==> config.mk <==
export PLATFORM = sky130hd
export DESIGN_NAME = fc_flatten_dense_flat
export DESIGN_NICKNAME = d
export VERILOG_FILES = /design/src/rtl/fc_flatten_dense_pkg.sv /design/src/rtl/fc_flatten_dense_if.sv /design/src/rtl/fc_flatten_dense_mac_round.sv /design/src/rtl/fc_flatten_dense.sv /design/src/flat_wrapper.sv
export SDC_FILE = /design/constraint.sdc
export NUM_CORES = 2
export LEC_CHECK = 0
export ABC_AREA = 1
export BUFFER_PORTS_ARGS = -buffer_cell sky130_fd_sc_hd__buf_2
export CORE_MARGIN = 8
export CORE_UTILIZATION = 45
export CTS_BUF_LIST = sky130_fd_sc_hd__clkbuf_2 sky130_fd_sc_hd__clkbuf_4 sky130_fd_sc_hd__clkbuf_8
export CTS_CLUSTER_SIZE = 30
export DETAILED_ROUTE_END_ITERATION = 8
export SYNTH_ARGS = -nofsm -noshare
export SYNTH_HDL_FRONTEND = slang
export SYNTH_SLANG_ARGS = --single-unit
==> constraint.sdc <==
create_clock -name clk -period 10.9 [get_ports clk]
set_clock_uncertainty 0.15 [all_clocks]
set_input_delay 0 -clock clk [delete_from_list [all_inputs] [get_ports clk]]
set_output_delay 0 -clock clk [all_outputs]
set_load 0.05 [all_outputs]
==> src/rtl/fc_flatten_dense_pkg.sv <==
// rtl/fc_flatten_dense_pkg.sv - shared constants, FSM encoding and rounding helper for the dense stage
package fc_flatten_dense_pkg;

  localparam int Q_W    = 20;
  localparam int FRAC_W = 16;
  localparam int PROD_W = 2 * Q_W;
  localparam int ACC_W  = 50;
  localparam int ADDR_W = 12;
  localparam int FEAT_N = 1024;

  localparam logic [2:0] CSEL_OFF = 3'b000;
  localparam logic [2:0] CSEL_L1  = 3'b011;
  localparam logic [2:0] CSEL_L2  = 3'b101;

  localparam logic [Q_W-1:0] SAT_MAX = 20'h7FFFF;
  localparam logic [Q_W-1:0] SAT_MIN = 20'h80000;

  typedef enum logic [2:0] {
    S_IDLE,
    S_FETCH,
    S_DRAIN1,
    S_DRAIN2,
    S_WRITE,
    S_DONE
  } state_e;

  // Q8.32 accumulator + Q4.16 bias -> Q4.16, round half up, saturate, optional ReLU.
  function automatic logic [Q_W-1:0] round_sat(input logic [ACC_W-1:0] acc,
                                               input logic [Q_W-1:0]   bias,
                                               input logic             relu);
    logic signed [ACC_W:0] s;
    logic signed [ACC_W:0] r;
    logic [Q_W-1:0]        res;
    s = {acc[ACC_W-1], acc}
      + {{(ACC_W+1-Q_W-FRAC_W){bias[Q_W-1]}}, bias, {FRAC_W{1'b0}}}
      + {{(ACC_W+1-FRAC_W){1'b0}}, 1'b1, {(FRAC_W-1){1'b0}}};
    r = s >>> FRAC_W;
    if (r[ACC_W:Q_W-1] != {(ACC_W-Q_W+2){r[ACC_W]}}) begin
      res = r[ACC_W] ? SAT_MIN : SAT_MAX;
    end else begin
      res = r[Q_W-1:0];
    end
    if (relu && res[Q_W-1]) begin
      res = '0;
    end
    return res;
  endfunction

endpackage

==> src/rtl/fc_flatten_dense_if.sv <==
// rtl/fc_flatten_dense_if.sv - start handshake, layer-memory port and weight/bias ROM port
interface fc_flatten_dense_if;
  import fc_flatten_dense_pkg::*;

  logic              ready;
  logic              busy;
  logic              done;
  logic              crd;
  logic [ADDR_W-1:0] caddr_rd;
  logic [Q_W-1:0]    cdata_rd;
  logic              cwr;
  logic [ADDR_W-1:0] caddr_wr;
  logic [Q_W-1:0]    cdata_wr;
  logic [2:0]        csel;
  logic [ADDR_W-1:0] waddr;
  logic [Q_W-1:0]    wdata;
  logic [Q_W-1:0]    bias_data;

  modport master (
    input  ready, cdata_rd, wdata, bias_data,
    output busy, done, crd, caddr_rd, cwr, caddr_wr, cdata_wr, csel, waddr
  );

  modport slave (
    output ready, cdata_rd, wdata, bias_data,
    input  busy, done, crd, caddr_rd, cwr, caddr_wr, cdata_wr, csel, waddr
  );

endinterface

==> src/rtl/fc_flatten_dense_mac_round.sv <==
// rtl/fc_flatten_dense_mac_round.sv - registered multiply, accumulate and bias/round/saturate/ReLU
module fc_mac_round
  import fc_flatten_dense_pkg::*;
#(
  parameter bit RELU_EN = 1'b1
) (
  input  logic                  clk,
  input  logic                  reset,
  input  logic                  issue_i,
  input  logic                  clear_i,
  input  logic signed [Q_W-1:0] feat_i,
  input  logic signed [Q_W-1:0] wgt_i,
  input  logic        [Q_W-1:0] bias_i,
  output logic        [Q_W-1:0] result_o
);

  logic                     v1_q;
  logic                     pv_q;
  logic signed [PROD_W-1:0] prod_q;
  logic signed [ACC_W-1:0]  acc_q;
  logic signed [ACC_W-1:0]  acc_d;

  always_comb begin
    acc_d = acc_q;
    if (pv_q) begin
      acc_d = acc_q + {{(ACC_W-PROD_W){prod_q[PROD_W-1]}}, prod_q};
    end
  end

  // Result looks through the in-flight last product so it is ready in the final drain cycle.
  assign result_o = round_sat(acc_d, bias_i, RELU_EN);

  always_ff @(posedge clk or negedge reset) begin
    if (!reset) begin
      v1_q   <= 1'b0;
      pv_q   <= 1'b0;
      prod_q <= '0;
      acc_q  <= '0;
    end else begin
      v1_q   <= issue_i;
      pv_q   <= v1_q;
      prod_q <= PROD_W'(feat_i) * PROD_W'(wgt_i);
      acc_q  <= clear_i ? '0 : acc_d;
    end
  end

endmodule

==> src/rtl/fc_flatten_dense.sv <==
// rtl/fc_flatten_dense.sv - dense layer sequencer: feature fetch, drain, result write per neuron
module fc_flatten_dense
  import fc_flatten_dense_pkg::*;
#(
  parameter int NUM_NEURONS = 2,
  parameter bit RELU_EN     = 1'b1
) (
  input logic                clk,
  input logic                reset,
  fc_flatten_dense_if.master bus
);

  localparam logic [9:0] K_LAST = 10'(FEAT_N - 1);
  localparam logic [1:0] N_LAST = 2'(NUM_NEURONS - 1);

  state_e            state_q;
  logic [9:0]        k_q;
  logic [1:0]        n_q;
  logic              busy_q;
  logic              done_q;
  logic              crd_q;
  logic              cwr_q;
  logic [2:0]        csel_q;
  logic [ADDR_W-1:0] caddr_wr_q;
  logic [Q_W-1:0]    cdata_wr_q;
  logic [Q_W-1:0]    mac_result;

  fc_mac_round #(.RELU_EN(RELU_EN)) u_mac (
    .clk      (clk),
    .reset    (reset),
    .issue_i  (crd_q),
    .clear_i  (cwr_q | ~busy_q),
    .feat_i   (bus.cdata_rd),
    .wgt_i    (bus.wdata),
    .bias_i   (bus.bias_data),
    .result_o (mac_result)
  );

  assign bus.busy     = busy_q;
  assign bus.done     = done_q;
  assign bus.crd      = crd_q;
  assign bus.caddr_rd = {2'b00, k_q};
  assign bus.waddr    = {n_q, k_q};
  assign bus.cwr      = cwr_q;
  assign bus.caddr_wr = caddr_wr_q;
  assign bus.cdata_wr = cdata_wr_q;
  assign bus.csel     = csel_q;

  // Outputs are set on the transition into the state that owns them.
  always_ff @(posedge clk or negedge reset) begin
    if (!reset) begin
      state_q    <= S_IDLE;
      k_q        <= '0;
      n_q        <= '0;
      busy_q     <= 1'b0;
      done_q     <= 1'b0;
      crd_q      <= 1'b0;
      cwr_q      <= 1'b0;
      csel_q     <= CSEL_OFF;
      caddr_wr_q <= '0;
      cdata_wr_q <= '0;
    end else begin
      done_q <= 1'b0;
      cwr_q  <= 1'b0;
      case (state_q)
        S_IDLE: begin
          if (bus.ready) begin
            state_q <= S_FETCH;
            busy_q  <= 1'b1;
            crd_q   <= 1'b1;
            csel_q  <= CSEL_L1;
            k_q     <= '0;
            n_q     <= '0;
          end
        end
        S_FETCH: begin
          if (k_q == K_LAST) begin
            state_q <= S_DRAIN1;
            crd_q   <= 1'b0;
            csel_q  <= CSEL_OFF;
          end else begin
            k_q <= k_q + 10'd1;
          end
        end
        S_DRAIN1: begin
          state_q <= S_DRAIN2;
        end
        S_DRAIN2: begin
          state_q    <= S_WRITE;
          cwr_q      <= 1'b1;
          csel_q     <= CSEL_L2;
          caddr_wr_q <= {10'b0, n_q};
          cdata_wr_q <= mac_result;
        end
        S_WRITE: begin
          csel_q <= CSEL_OFF;
          if (n_q == N_LAST) begin
            state_q <= S_DONE;
            done_q  <= 1'b1;
          end else begin
            state_q <= S_FETCH;
            n_q     <= n_q + 2'd1;
            k_q     <= '0;
            crd_q   <= 1'b1;
            csel_q  <= CSEL_L1;
          end
        end
        S_DONE: begin
          state_q <= S_IDLE;
          busy_q  <= 1'b0;
        end
        default: begin
          state_q <= S_IDLE;
        end
      endcase
    end
  end

endmodule

==> src/flat_wrapper.sv <==
// flat-port wrapper written by rule: the top's interface ports become plain ports
module fc_flatten_dense_flat import fc_flatten_dense_pkg::*;
#(
  parameter int NUM_NEURONS = 2,
  parameter bit RELU_EN     = 1'b1
)
  (clk, reset, bus_ready, bus_cdata_rd, bus_wdata, bus_bias_data, bus_busy, bus_done, bus_crd, bus_caddr_rd, bus_cwr, bus_caddr_wr, bus_cdata_wr, bus_csel, bus_waddr);
  fc_flatten_dense_if bus_i ();
  input logic clk;
  input logic reset;
  input wire logic [$bits(bus_i.ready)-1:0] bus_ready;
  input wire logic [$bits(bus_i.cdata_rd)-1:0] bus_cdata_rd;
  input wire logic [$bits(bus_i.wdata)-1:0] bus_wdata;
  input wire logic [$bits(bus_i.bias_data)-1:0] bus_bias_data;
  output wire logic [$bits(bus_i.busy)-1:0] bus_busy;
  output wire logic [$bits(bus_i.done)-1:0] bus_done;
  output wire logic [$bits(bus_i.crd)-1:0] bus_crd;
  output wire logic [$bits(bus_i.caddr_rd)-1:0] bus_caddr_rd;
  output wire logic [$bits(bus_i.cwr)-1:0] bus_cwr;
  output wire logic [$bits(bus_i.caddr_wr)-1:0] bus_caddr_wr;
  output wire logic [$bits(bus_i.cdata_wr)-1:0] bus_cdata_wr;
  output wire logic [$bits(bus_i.csel)-1:0] bus_csel;
  output wire logic [$bits(bus_i.waddr)-1:0] bus_waddr;
  assign bus_i.ready = bus_ready;
  assign bus_i.cdata_rd = bus_cdata_rd;
  assign bus_i.wdata = bus_wdata;
  assign bus_i.bias_data = bus_bias_data;
  assign bus_busy = bus_i.busy;
  assign bus_done = bus_i.done;
  assign bus_crd = bus_i.crd;
  assign bus_caddr_rd = bus_i.caddr_rd;
  assign bus_cwr = bus_i.cwr;
  assign bus_caddr_wr = bus_i.caddr_wr;
  assign bus_cdata_wr = bus_i.cdata_wr;
  assign bus_csel = bus_i.csel;
  assign bus_waddr = bus_i.waddr;
  fc_flatten_dense #(.NUM_NEURONS(NUM_NEURONS), .RELU_EN(RELU_EN)) u_core (.clk(clk), .reset(reset), .bus(bus_i));
endmodule
# After elaboration in Yosys (flattened, before gate mapping)
# Index checks and enable logic that the tools add are counted.
[totals]
ff_bits = 136
input_bits = 63
out_inout_bits = 63
wordCells = 73
[classes]
addsub = 5
n_mul = 1
eq_ne = 12
n_mux = 28
bitwise = 2
n_reduce_logical = 11
[op_table]
columns = ["operator", "n"]
rows = [
  ["$mux 50", 2],
  ["$add 50x36->51", 1],
  ["$add 51x16->51 const B", 1],
  ["$add 50x50->50", 1],
  ["$mul 20x20->40", 1],
  ["$mux 20", 2],
  ["$mux 10", 3],
  ["$pmux 10 s3", 1],
  ["$mux 19", 1],
  ["$mux 3", 5],
  ["$ne 15x15->1", 1],
  ["$pmux 3 s5", 1],
  ["$pmux 3 s4", 1],
  ["$add 10x1->10 const B", 1],
  ["$eq 10x10->1 const B", 1],
  ["$reduce_and 4->1", 2],
  ["$eq 3x2->1 const B", 2],
  ["$eq 3x3->1 const B", 2],
  ["$mux 1", 6],
  ["$mux 2", 3],
  ["$ne 2x2->1 const B", 3],
  ["$reduce_and 3->1", 2],
  ["$pmux 2 s2", 1],
  ["$reduce_and 2->1", 2],
  ["12 further kinds", 13],
]

# Longest topological paths before layout
[depth]
ltp_word = 7
ltp_mapped = 41
ltp_nobuf = 40

# By module
# Synthesis repeated with hierarchy kept, for this count alone.
[hier_totals]
hier_cells = 3468
area_unflattened_um2 = 26176.4
[by_module_without_submodules]
columns = ["module", "n_inst", "cells_each", "area_each_um2", "seq_area_each_um2"]
rows = [
  ["fc_mac_round", 1, 3204, 24041.8, 2302.2],
  ["fc_flatten_dense", 1, 264, 2134.5, 1101.1],
]

# Worst setup path after synthesis
# Ideal clock, no wire load.
[synth_timing]
path_type = "input port to flip-flop"
from = "input port bus_wdata[2]"
to = "register u_core.u_mac.prod_q[38]"
setup_time_ns = 0.079
arrival_time_ns = 6.350
t_required_ns = 10.671
slack_ns = 4.321
stages = 26
n_path_buf = 1
path_cell_list = "clkbuf_1 -> nand2_1 -> inv_1 -> fa_1 -> fa_1 -> inv_1 -> fa_1 -> inv_1 -> fa_1 -> fa_1 -> fa_1 -> inv_1 -> fa_1 -> inv_1 -> ha_1 -> nand2_1 -> nor4_1 -> nand2_1 -> o21ai_0 -> nand3_1 -> nand2_1 -> nand3_1 -> nand2_1 -> nand3_1 -> nand2_1 -> xor2_1"
[synth_between]
elab_chain_len = 1
[synth_rtl]
columns = ["item", "line_no", "text"]
rows = [
  ["from (decl)", "flat_wrapper.sv:13", "input wire logic [$bits(bus_i.wdata)-1:0] bus_wdata;"],
  ["$mul 20x20->40", "fc_flatten_dense_mac_round.sv:42", "prod_q <= PROD_W'(feat_i) * PROD_W'(wgt_i);"],
  ["to (signal assigned)", "fc_flatten_dense_mac_round.sv:42", ""],
  ["to (decl)", "fc_flatten_dense_mac_round.sv:19", "logic signed [PROD_W-1:0] prod_q;"],
]
# Every way passes these cells.
# A chain may end at the register's enable or synchronous reset.

# Worst setup path after layout
# Same ends and word-level chain as after synthesis.

==> results_dict.tcl <==
set metrics [dict create \
    worstSetupPathType "primary input to flip-flop" \
    std_cell_rows 87 \
    synth_cell_types 56 \
    syn_inst 3310 \
    cp_common_cell "fa_1" \
    syn-cell-area_um2 25570 \
    r2r_cells 34 \
    reg2reg_from "u_core.u_mac.acc_q[0]" \
    die_y_um 254.4 \
    post_cts_resized 0 \
    r2r-end "u_core.bus.cdata_wr[18]" \
    fin_crit_sh_pct 62.23 \
    ff2ff_setup_slack_ns 4.43 \
    coreArea_um2 56280 \
    slew_headroom_pct 20.80 \
    max_cap_violations 0 \
    cpPeakStageDelay_ns 0.83 \
    num_antenna_cells 0 \
    setup_violations 0 \
    min_path_type "primary input to flip-flop" \
    area_growth_pct 6.181 \
    syn_avg_cell_area_um2 7.724 \
    grt_usage_pct 20.81 \
    status "complete, no violations" \
    crit_buf_inv 6 \
    worst_slew_pin_slew_ns 1.187 \
    drcViolationCount 0 \
    yosysWarnings 0 \
    dp_hpwl_mm 53.36 \
    crit_path_start "bus_wdata[2]" \
    cp_num_cells 26 \
    crit_family "adder cells" \
    cts_root_buf "clkbuf_8" \
    crit_end "u_core.u_mac.prod_q[38]" \
    crit_path_end_kind "flip-flop" \
    viasPerCell 4.892 \
    htreeDepth 4 \
    clk_path_buf_depth 2 \
    place_area_um2 26590 \
    path_clk_slew_ns 0.08 \
    routed_wl_mm 65.82 \
    final_common_cell "inv_1" \
    final_layout_size_suffix_gt1_share_pct 6.101 \
    hold_buffers 16 \
    cp.arrival_ns 7.05 \
    die-area_um2 64700 \
    crit_slowest_cell "fa_1" \
    final.setup.tns_ns 0 \
    cts_inserted_buffers 17 \
    portBuffers 112 \
    drv_slew 0 \
    grt_pass1_wl_mm 108.1 \
    clock-sinks 135 \
    cp_max_fo 20 \
    cp-start-kind "primary input" \
    io_pins 126 \
    cts_tree "built" \
    drt_iter0_markers 1197 \
    ys_seq_area_share_pct 13.21 \
    required_ns 11.17 \
    rsz0062_at_grt "false" \
    wl_per_cell_um 15.99 \
    grt_pass1_vias 20581 \
    die_x_um 254.4 \
    grt_overflow 0 \
    fin_crit_ns 6.783 \
    gp_congestion 0.9182 \
    layout.nets 4024 \
    ant_nets 0 \
    dr.pass1.iters 5 \
    vias 20137 \
    final_cell_mix "799 x inv_1, 786 x nand2_1, 422 x fa_1, 192 x ha_1, 188 x a21oi_1" \
    insertion_delay_ns 0.51 \
    initial_core_util_pct 45.43 \
    fmax_mhz 147.4 \
    antenna_found_initial 0 \
    finish.instance_area_um2 27150 \
    grt_max_degree 70 \
    finalHoldViolCount 0 \
    synth_seq_cells 135 \
    post-cts-setup-buffers 0 \
]
[Yosys cell counts, drive strengths merged]
master	number	share of area [%]
nor2	163	2.5
ha	192	9.4
nand2	800	12
nor4	10	0.27
a31oi	13	0.32
clkbuf	96	1.4
inv	804	12
or2	21	0.51
nand3b	3	0.088
nor3b	1	0.049
o2111ai	4	0.14
xor2	51	1.7
o21bai	4	0.12
nand3	114	2.4
o21ai	120	2.4
a221oi	1	0.034
xnor2	53	1.8
a2111o	1	0.044
and3	4	0.098
o21a	9	0.26
buf	31	0.85
a211oi	2	0.059
o221ai	3	0.10
o211ai	6	0.20
a21boi	9	0.28
a221o	1	0.039
conb	1	0.015
nand4	8	0.20
dfrtp	135	13
o31ai	4	0.12
a21o	13	0.38
and2	4	0.098
a21oi	188	3.7
fa	422	33
o22ai	1	0.024
nor3	18	0.35
[final cells by class]
| cell class | count | area [um^2] |
|---|---|---|
| tap | 756 | 945.9 |
| timing repair buffer | 133 | 782.0 |
| inverter | 804 | 3020 |
| sequential | 135 | 3378 |
| multi-input combinational | 2256 | 18640 |
| clock buffer | 18 | 247.7 |
| clock inverter | 14 | 132.6 |
| fill | 5682 | 29130 |
[metal layers]
metal	vias up	share of wire [%]	track usage (%)	wire, um
met5	-	0	0	0
met4	0	1.5	4.298	983
li1	9949	-	-	-
met1	9647	48	29.79	31470
met2	484	45	34.05	29810
met3	57	5.4	2.170	3548
[worst min-delay path by stage]
stage	start	endpoint	slack (ns)	depth (start not counted)
finish	bus_bias_data[1]	u_core.bus.cdata_wr[1]	0.03	6
global route	bus_bias_data[1]	u_core.bus.cdata_wr[1]	0.06	6
CTS	bus_bias_data[1]	u_core.bus.cdata_wr[1]	0.004	6
detailed placement	reset	u_core.k_q[1]	-0.1	1
global placement	reset	u_core.k_q[0]	-0.10	1
floorplan	reset	u_core.bus.busy	-0.45	0
[stage by stage]
stage / util, % / setup WS, ns / hold WS (ns) / std cells
6_report: 48.24 / 4.117 / 0.03366 / 4116
3_5_place_dp: 47.24 / 3.550 / -0.09868 / 4068
5_1_grt: 48.24 / 3.603 / 0.05882 / 4116
3_3_place_gp: 47.24 / 3.656 / -0.1049 / 4068
4_1_cts: 48.24 / 4.098 / 0.003825 / 4116
2_1_floorplan: - / 4.321 / -0.4456 / 3322
[worst min-delay path: cells and delay by family]
family,cells,cell delay [ns]
XOR/XNOR,1,0.09
AND/OR/NAND/NOR,2,0.13
adder cells (fa/ha/maj),1,0.22
AO/OA/AOI/OAI,1,0.13
buffers and inverters,1,0.08
[kinds of logic (layout without fill, tap and decap cells)]
group | after synthesis | in the layout | synth area share, %
other cells | 1 | 13 | 0.01467
compound gates | 379 | 379 | 8.217
xor+xnor | 104 | 104 | 3.563
flops | 135 | 135 | 13.21
buf+inv | 931 | 969 | 14.08
simple gates | 1146 | 1146 | 18.47
fa+ha+maj | 614 | 614 | 42.44
[registers in the layout, indices dropped and copies added (netlist names), 2 cells and up]
| register | cells |
|---|---|
| u_core.bus.csel | 3 |
| u_core.n_q | 2 |
| u_core.u_mac.acc_q | 50 |
| u_core.bus.caddr_wr | 2 |
| u_core.state_q | 3 |
| u_core.k_q | 10 |
| u_core.u_mac.prod_q | 40 |
| u_core.bus.cdata_wr | 19 |
Power is not shown: default switching activity piles up to over one toggle a cycle in this logic, so the estimate is an artifact.
